### config.mk
export PLATFORM = sky130hd
export DESIGN_NAME = rx_comando_valvula
export DESIGN_NICKNAME = d
export VERILOG_FILES = /design/src/rtl/rx_comando_valvula.sv
export SDC_FILE = /design/constraint.sdc
export NUM_CORES = 1
export LEC_CHECK = 0
export CAP_MARGIN = 0
export CORE_MARGIN = 1
export CORE_UTILIZATION = 41
export DETAILED_ROUTE_END_ITERATION = 12
export GPL_ROUTABILITY_DRIVEN = 0
export GPL_TIMING_DRIVEN = 0
export PLACE_DENSITY = 0.61
export SLEW_MARGIN = 20
export SYNTH_ARGS = -nofsm -noshare
export SYNTH_HDL_FRONTEND = slang
export SYNTH_SLANG_ARGS = --single-unit
### constraint.sdc
create_clock -name clock -period 2.8 [get_ports clock]
set_clock_uncertainty 0.15 [all_clocks]
set_input_delay 0.42 -clock clock [delete_from_list [all_inputs] [get_ports clock]]
set_output_delay 0.42 -clock clock [all_outputs]
set_load 0.005 [all_outputs]
### src/rtl/rx_comando_valvula.sv
// UART receiver and command decoder for the tank controller host link.
// Optional even-parity frames (8E1) are enabled by defining RX_PARIDADE_EN.
`timescale 1ns/1ps
module rx_comando_valvula #(
  parameter int BAUD_DIV       = 434,
  parameter int TIMEOUT_CICLOS = 500_000_000
) (
  input  logic       clock,
  input  logic       reset,
  input  logic       RX,
  output logic [7:0] dado,
  output logic       dado_valido,
  output logic       erro_quadro,
  output logic       manual,
  output logic       abre_manual,
  output logic       cmd_invalido,
  output logic [2:0] db_estado_rx
);

  localparam int TW = (BAUD_DIV > 2) ? $clog2(BAUD_DIV) : 1;
  localparam int WW = $clog2(TIMEOUT_CICLOS);

  localparam logic [TW-1:0] T_HALF = TW'(BAUD_DIV / 2 - 1);
  localparam logic [TW-1:0] T_BIT  = TW'(BAUD_DIV - 1);
  localparam logic [WW-1:0] WD_MAX = WW'(TIMEOUT_CICLOS - 1);

  localparam logic [7:0] CMD_M = 8'h4D;
  localparam logic [7:0] CMD_A = 8'h41;
  localparam logic [7:0] CMD_B = 8'h42;
  localparam logic [7:0] CMD_F = 8'h46;

  typedef enum logic [2:0] {
    IDLE     = 3'd0,
    START    = 3'd1,
    DADOS    = 3'd2,
    PARIDADE = 3'd3,
    STOP     = 3'd4
  } estado_e;

  logic          rx_meta_q;
  logic          rx_s_q;
  logic          rx_s;

  estado_e       estado_q, estado_d;
  logic [TW-1:0] timer_q, timer_d;
  logic [2:0]    idx_q, idx_d;
  logic [7:0]    shift_q, shift_d;
  logic [7:0]    dado_q, dado_d;
  logic          dv_q, dv_d;
  logic          erro_q, erro_d;
  logic          par_fail;

  logic          manual_q, manual_d;
  logic          abre_q, abre_d;
  logic          ci_q, ci_d;
  logic [WW-1:0] wd_q, wd_d;
  logic [7:0]    cmd;

  logic          tick_half;
  logic          tick_bit;

  // Synchronizer presets to idle-high so reset never looks like a start bit
  always_ff @(posedge clock or posedge reset) begin
    if (reset) begin
      rx_meta_q <= 1'b1;
      rx_s_q    <= 1'b1;
    end else begin
      rx_meta_q <= RX;
      rx_s_q    <= rx_meta_q;
    end
  end

  assign rx_s = rx_s_q;

  assign tick_half = (timer_q == T_HALF);
  assign tick_bit  = (timer_q == T_BIT);

`ifdef RX_PARIDADE_EN
  logic par_q, par_d;

  always_ff @(posedge clock or posedge reset) begin
    if (reset) par_q <= 1'b0;
    else       par_q <= par_d;
  end

  assign par_fail = par_q;
`else
  assign par_fail = 1'b0;
`endif

  always_comb begin
    estado_d = estado_q;
    timer_d  = timer_q;
    idx_d    = idx_q;
    shift_d  = shift_q;
    dado_d   = dado_q;
    dv_d     = 1'b0;
    erro_d   = 1'b0;
`ifdef RX_PARIDADE_EN
    par_d    = par_q;
`endif
    unique case (estado_q)
      IDLE: begin
        if (!rx_s) begin
          estado_d = START;
          timer_d  = '0;
        end
      end
      START: begin
        if (tick_half) begin
          timer_d = '0;
          if (rx_s) begin
            estado_d = IDLE;
          end else begin
            estado_d = DADOS;
            idx_d    = 3'd0;
          end
        end else begin
          timer_d = timer_q + 1'b1;
        end
      end
      DADOS: begin
        if (tick_bit) begin
          timer_d = '0;
          shift_d = {rx_s, shift_q[7:1]};
          if (idx_q == 3'd7) begin
`ifdef RX_PARIDADE_EN
            estado_d = PARIDADE;
`else
            estado_d = STOP;
`endif
          end else begin
            idx_d = idx_q + 3'd1;
          end
        end else begin
          timer_d = timer_q + 1'b1;
        end
      end
`ifdef RX_PARIDADE_EN
      PARIDADE: begin
        if (tick_bit) begin
          timer_d  = '0;
          // Even parity: data plus parity bit must have an even count of ones
          par_d    = ^{shift_q, rx_s};
          estado_d = STOP;
        end else begin
          timer_d = timer_q + 1'b1;
        end
      end
`endif
      STOP: begin
        if (tick_bit) begin
          timer_d  = '0;
          estado_d = IDLE;
          if (rx_s && !par_fail) begin
            dado_d = shift_q;
            dv_d   = 1'b1;
          end else begin
            erro_d = 1'b1;
          end
        end else begin
          timer_d = timer_q + 1'b1;
        end
      end
      default: begin
        estado_d = IDLE;
        timer_d  = '0;
      end
    endcase
  end

  always_ff @(posedge clock or posedge reset) begin
    if (reset) begin
      estado_q <= IDLE;
      timer_q  <= '0;
      idx_q    <= '0;
      shift_q  <= '0;
      dado_q   <= '0;
      dv_q     <= 1'b0;
      erro_q   <= 1'b0;
    end else begin
      estado_q <= estado_d;
      timer_q  <= timer_d;
      idx_q    <= idx_d;
      shift_q  <= shift_d;
      dado_q   <= dado_d;
      dv_q     <= dv_d;
      erro_q   <= erro_d;
    end
  end

  // Clearing bit 5 folds lowercase letters onto uppercase
  assign cmd = dado_q & 8'hDF;

  always_comb begin
    manual_d = manual_q;
    abre_d   = abre_q;
    ci_d     = 1'b0;
    wd_d     = wd_q;
    if (dv_q) begin
      wd_d = '0;
      case (cmd)
        CMD_M: manual_d = 1'b1;
        CMD_A: begin
          manual_d = 1'b0;
          abre_d   = 1'b0;
        end
        CMD_B: begin
          if (manual_q) abre_d = 1'b1;
        end
        CMD_F: abre_d = 1'b0;
        default: ci_d = 1'b1;
      endcase
    end else if (!manual_q) begin
      wd_d = '0;
    end else if (wd_q == WD_MAX) begin
      manual_d = 1'b0;
      abre_d   = 1'b0;
      wd_d     = '0;
    end else begin
      wd_d = wd_q + 1'b1;
    end
  end

  always_ff @(posedge clock or posedge reset) begin
    if (reset) begin
      manual_q <= 1'b0;
      abre_q   <= 1'b0;
      ci_q     <= 1'b0;
      wd_q     <= '0;
    end else begin
      manual_q <= manual_d;
      abre_q   <= abre_d;
      ci_q     <= ci_d;
      wd_q     <= wd_d;
    end
  end

  assign dado         = dado_q;
  assign dado_valido  = dv_q;
  assign erro_quadro  = erro_q;
  assign manual       = manual_q;
  assign abre_manual  = abre_q;
  assign cmd_invalido = ci_q;
  assign db_estado_rx = estado_q;

endmodule

==> flow_summary.toml <==
[critical_path]
crit_family = "compound AO/OA/AOI/OAI gates"
critPathLaunchType = "register"
cp.required_ps = 2860
end_kind = "register"
critPathArrivalTime_ps = 2470
critPathSlowestCell = "dfrtp_1"
cp_num_buf_inv = 2
crit_chain = "inv_1, ha_1, nand4bb_1, nor3_1, o32a_1, clkbuf_1, o21ai_0, a22o_1"
critPathMaxFanout = 10
path_class = "reg -> reg"
cpPeakStageDelay_ps = 420

[synth]
synth_flop_cell = "dfrtp_1"
syn_area_per_cell_um2 = 10.2
synth_compound_area_share_pct = 8.75
syn_area_um2 = 3250
netlist_instances = 317
muxShareOfSynthArea_pct = 6.48
ys_seq_elements = 67
syn-num-nets = 326
ys_seq_area_share_pct = 51.7
synth_top_family_by_area = "simple AND/OR/NAND/NOR gates"
synthXorXnorAreaFrac_pct = 5.94
synth_cell_type_count = 49
synthArstFlopShare_pct = 100
synth_edf_count = 0
synthSimpleGateAreaFrac_pct = 21.3
ys_warn_count = 0
yosys.area_share.adder_pct = 2.31

[drt]
via_per_inst = 5.33
drt_pass1_iterations = 4
wl_per_cell_um = 13.7
ant_nets = 0
wirelength_um = 6230
via_count = 2419
drc_errors = 0
drt-initial-drc-count = 87

[global_route]
antenna_found_initial = 0
grt_pass1_vias = 2380
grtUsageTotal_pct = 16.7
grt_pass1_wl_um = 11100
grt_overflow_total = 0
grt_max_degree = 51

[run]
drv_cap = 0

[sta]
fmax_mhz = 416
slew_headroom_pct = 43.7
worst_slew_pin_slew_ps = 842
final-max-slew-violation-count = 0
finalSetupViolCount = 0
hold_viol = 0
min_period_over_period_pct = 85.8
fin_setup_tns_ps = 0
rsz0062_at_grt = "no"
final.min_clock_period_ps = 2400

[floorplanning]
initial_core_util_pct = 42.2
die_w_um = 91.0
die_area_um2 = 8280
die-height_um = 91.0
core_area_um2 = 7690
io_pins = 19
fp-row-count = 32

[worst_hold_path]
hp-class = "in -> async"

[final_layout]
final_common_cell = "dfrtp_1"
fin_cells = 454
synthToLayoutAreaGrowth_pct = 15.5
num-nets-final = 356
n_antenna_cell = 0
drive_gt1_share_pct = 13.4
final_cell_mix = "65 x dfrtp_1, 38 x nor2_1, 22 x nand2_1"
num-fill-cells = 735

[clocking]
cts_sinks = 67
clk_pin_slew_worst_paths_ps = 80
holdBufCountCts = 0
cts-buffers-inserted = 9
cts_max_path_buffers = 2
clk_latency_ps = 340
htreeDepth = 3
cts_setup_buffers = 0
cts_resized = 0
clockRootBuffer = "clkbuf_8"
cts_tree = "yes"

[power]
p_per_area_nw_per_um2 = 446
irDropWorstVdd_mv = 0.314
p_total_mw = 1.67
leakagePower_nw = 1.59

[placed_design]
placed_cells = 438
io_buffers = 18
hpwlAfterDp_um = 4250

[run_status]
status = "completed"
synth_stat cells (all sizes together) (5+ instances only):
cell	n	share of area (%)
dfrtp	65	50
nor2	40	4.8
nand2	22	2.5
nand3	19	2.9
xor2	17	4.6
mux2	16	5.6
inv	13	1.5
nand4	13	2.5
a21oi	12	1.9
o21ai	12	2.0
nor3	10	1.7
buf	7	1.4
ha	6	2.3
a31oi	5	0.96
and3	5	0.96
clkbuf	5	0.58
or3	5	0.96
xnor2	5	1.3
final timing paths:
| path | slack, ps | endpoint | cells past startpoint | from |
|---|---|---|---|---|
| min in group clock | 210 | rx_s | 0 | rx_meta_q |
| min | 210 | shift_q[5] | 2 | reset |
| max | 400 | timer_q[6] | 8 | timer_q[0] |
| max in group asynchronous | 1740 | rx_s | 3 | reset |
| max reg2reg | 400 | timer_q[6] | 8 | timer_q[0] |
| min reg2reg | 210 | rx_s | 0 | rx_meta_q |
cells by family (layout without fill, tap and decap cells):
| group | Yosys count | count (layout) |
|---|---|---|
| and+or+nand+nor | 135 | 135 |
| DFF | 67 | 67 |
| AOI/OAI and AO/OA | 43 | 43 |
| buffers and inverters | 25 | 60 |
| xor gates and xnor gates | 22 | 22 |
| muxes | 19 | 19 |
| adders and majority gates | 6 | 6 |
stage by stage:
stage,cell area (µm²),setup WS [ps],hold slack [ps],util (%)
global placement,3550,-652,196,46.2
finish,3750,399,212,48.7
CTS,3750,429,205,48.7
floorplan,3250,550,195,-
detailed placement,3580,458,201,46.6
global route,3750,241,220,48.7
state kept, by name (all words and copies together), names as in the netlist:
register / count
wd_q: 29
timer_q: 9
dado: 8
shift_q: 8
db_estado_rx: 3
idx_q: 3
abre_manual: 1
cmd_invalido: 1
dado_valido: 1
erro_quadro: 1
manual: 1
rx_meta_q: 1
rx_s: 1
per-layer routing:
metal	wire [µm]	track usage, %
met1	2950	21.5
met4	75	5.56
met5	0	0
met2	2980	27.0
met3	223	4.69
area by class of cell:
| cell class | count | area (µm²) | area share, % |
|---|---|---|---|
| Inverter | 13 | 51.3 | 1.37 |
| Buffer | 12 | 65.1 | 1.74 |
| Clock inverter | 5 | 32.5 | 0.868 |
| Timing Repair Buffer | 19 | 208 | 5.54 |
| Multi-Input combinational cell | 225 | 1450 | 38.8 |
| Tap cell | 102 | 128 | 3.41 |
| Sequential cell | 67 | 1680 | 44.8 |
| Clock buffer | 11 | 131 | 3.51 |
report_power, final:
group	internal [mW]	switching, mW
Sequential	0.970	0.00167
Clock	0.318	0.357
Combinational	0.00718	0.0194
Note: power is estimated with default switching activity, not from simulation.
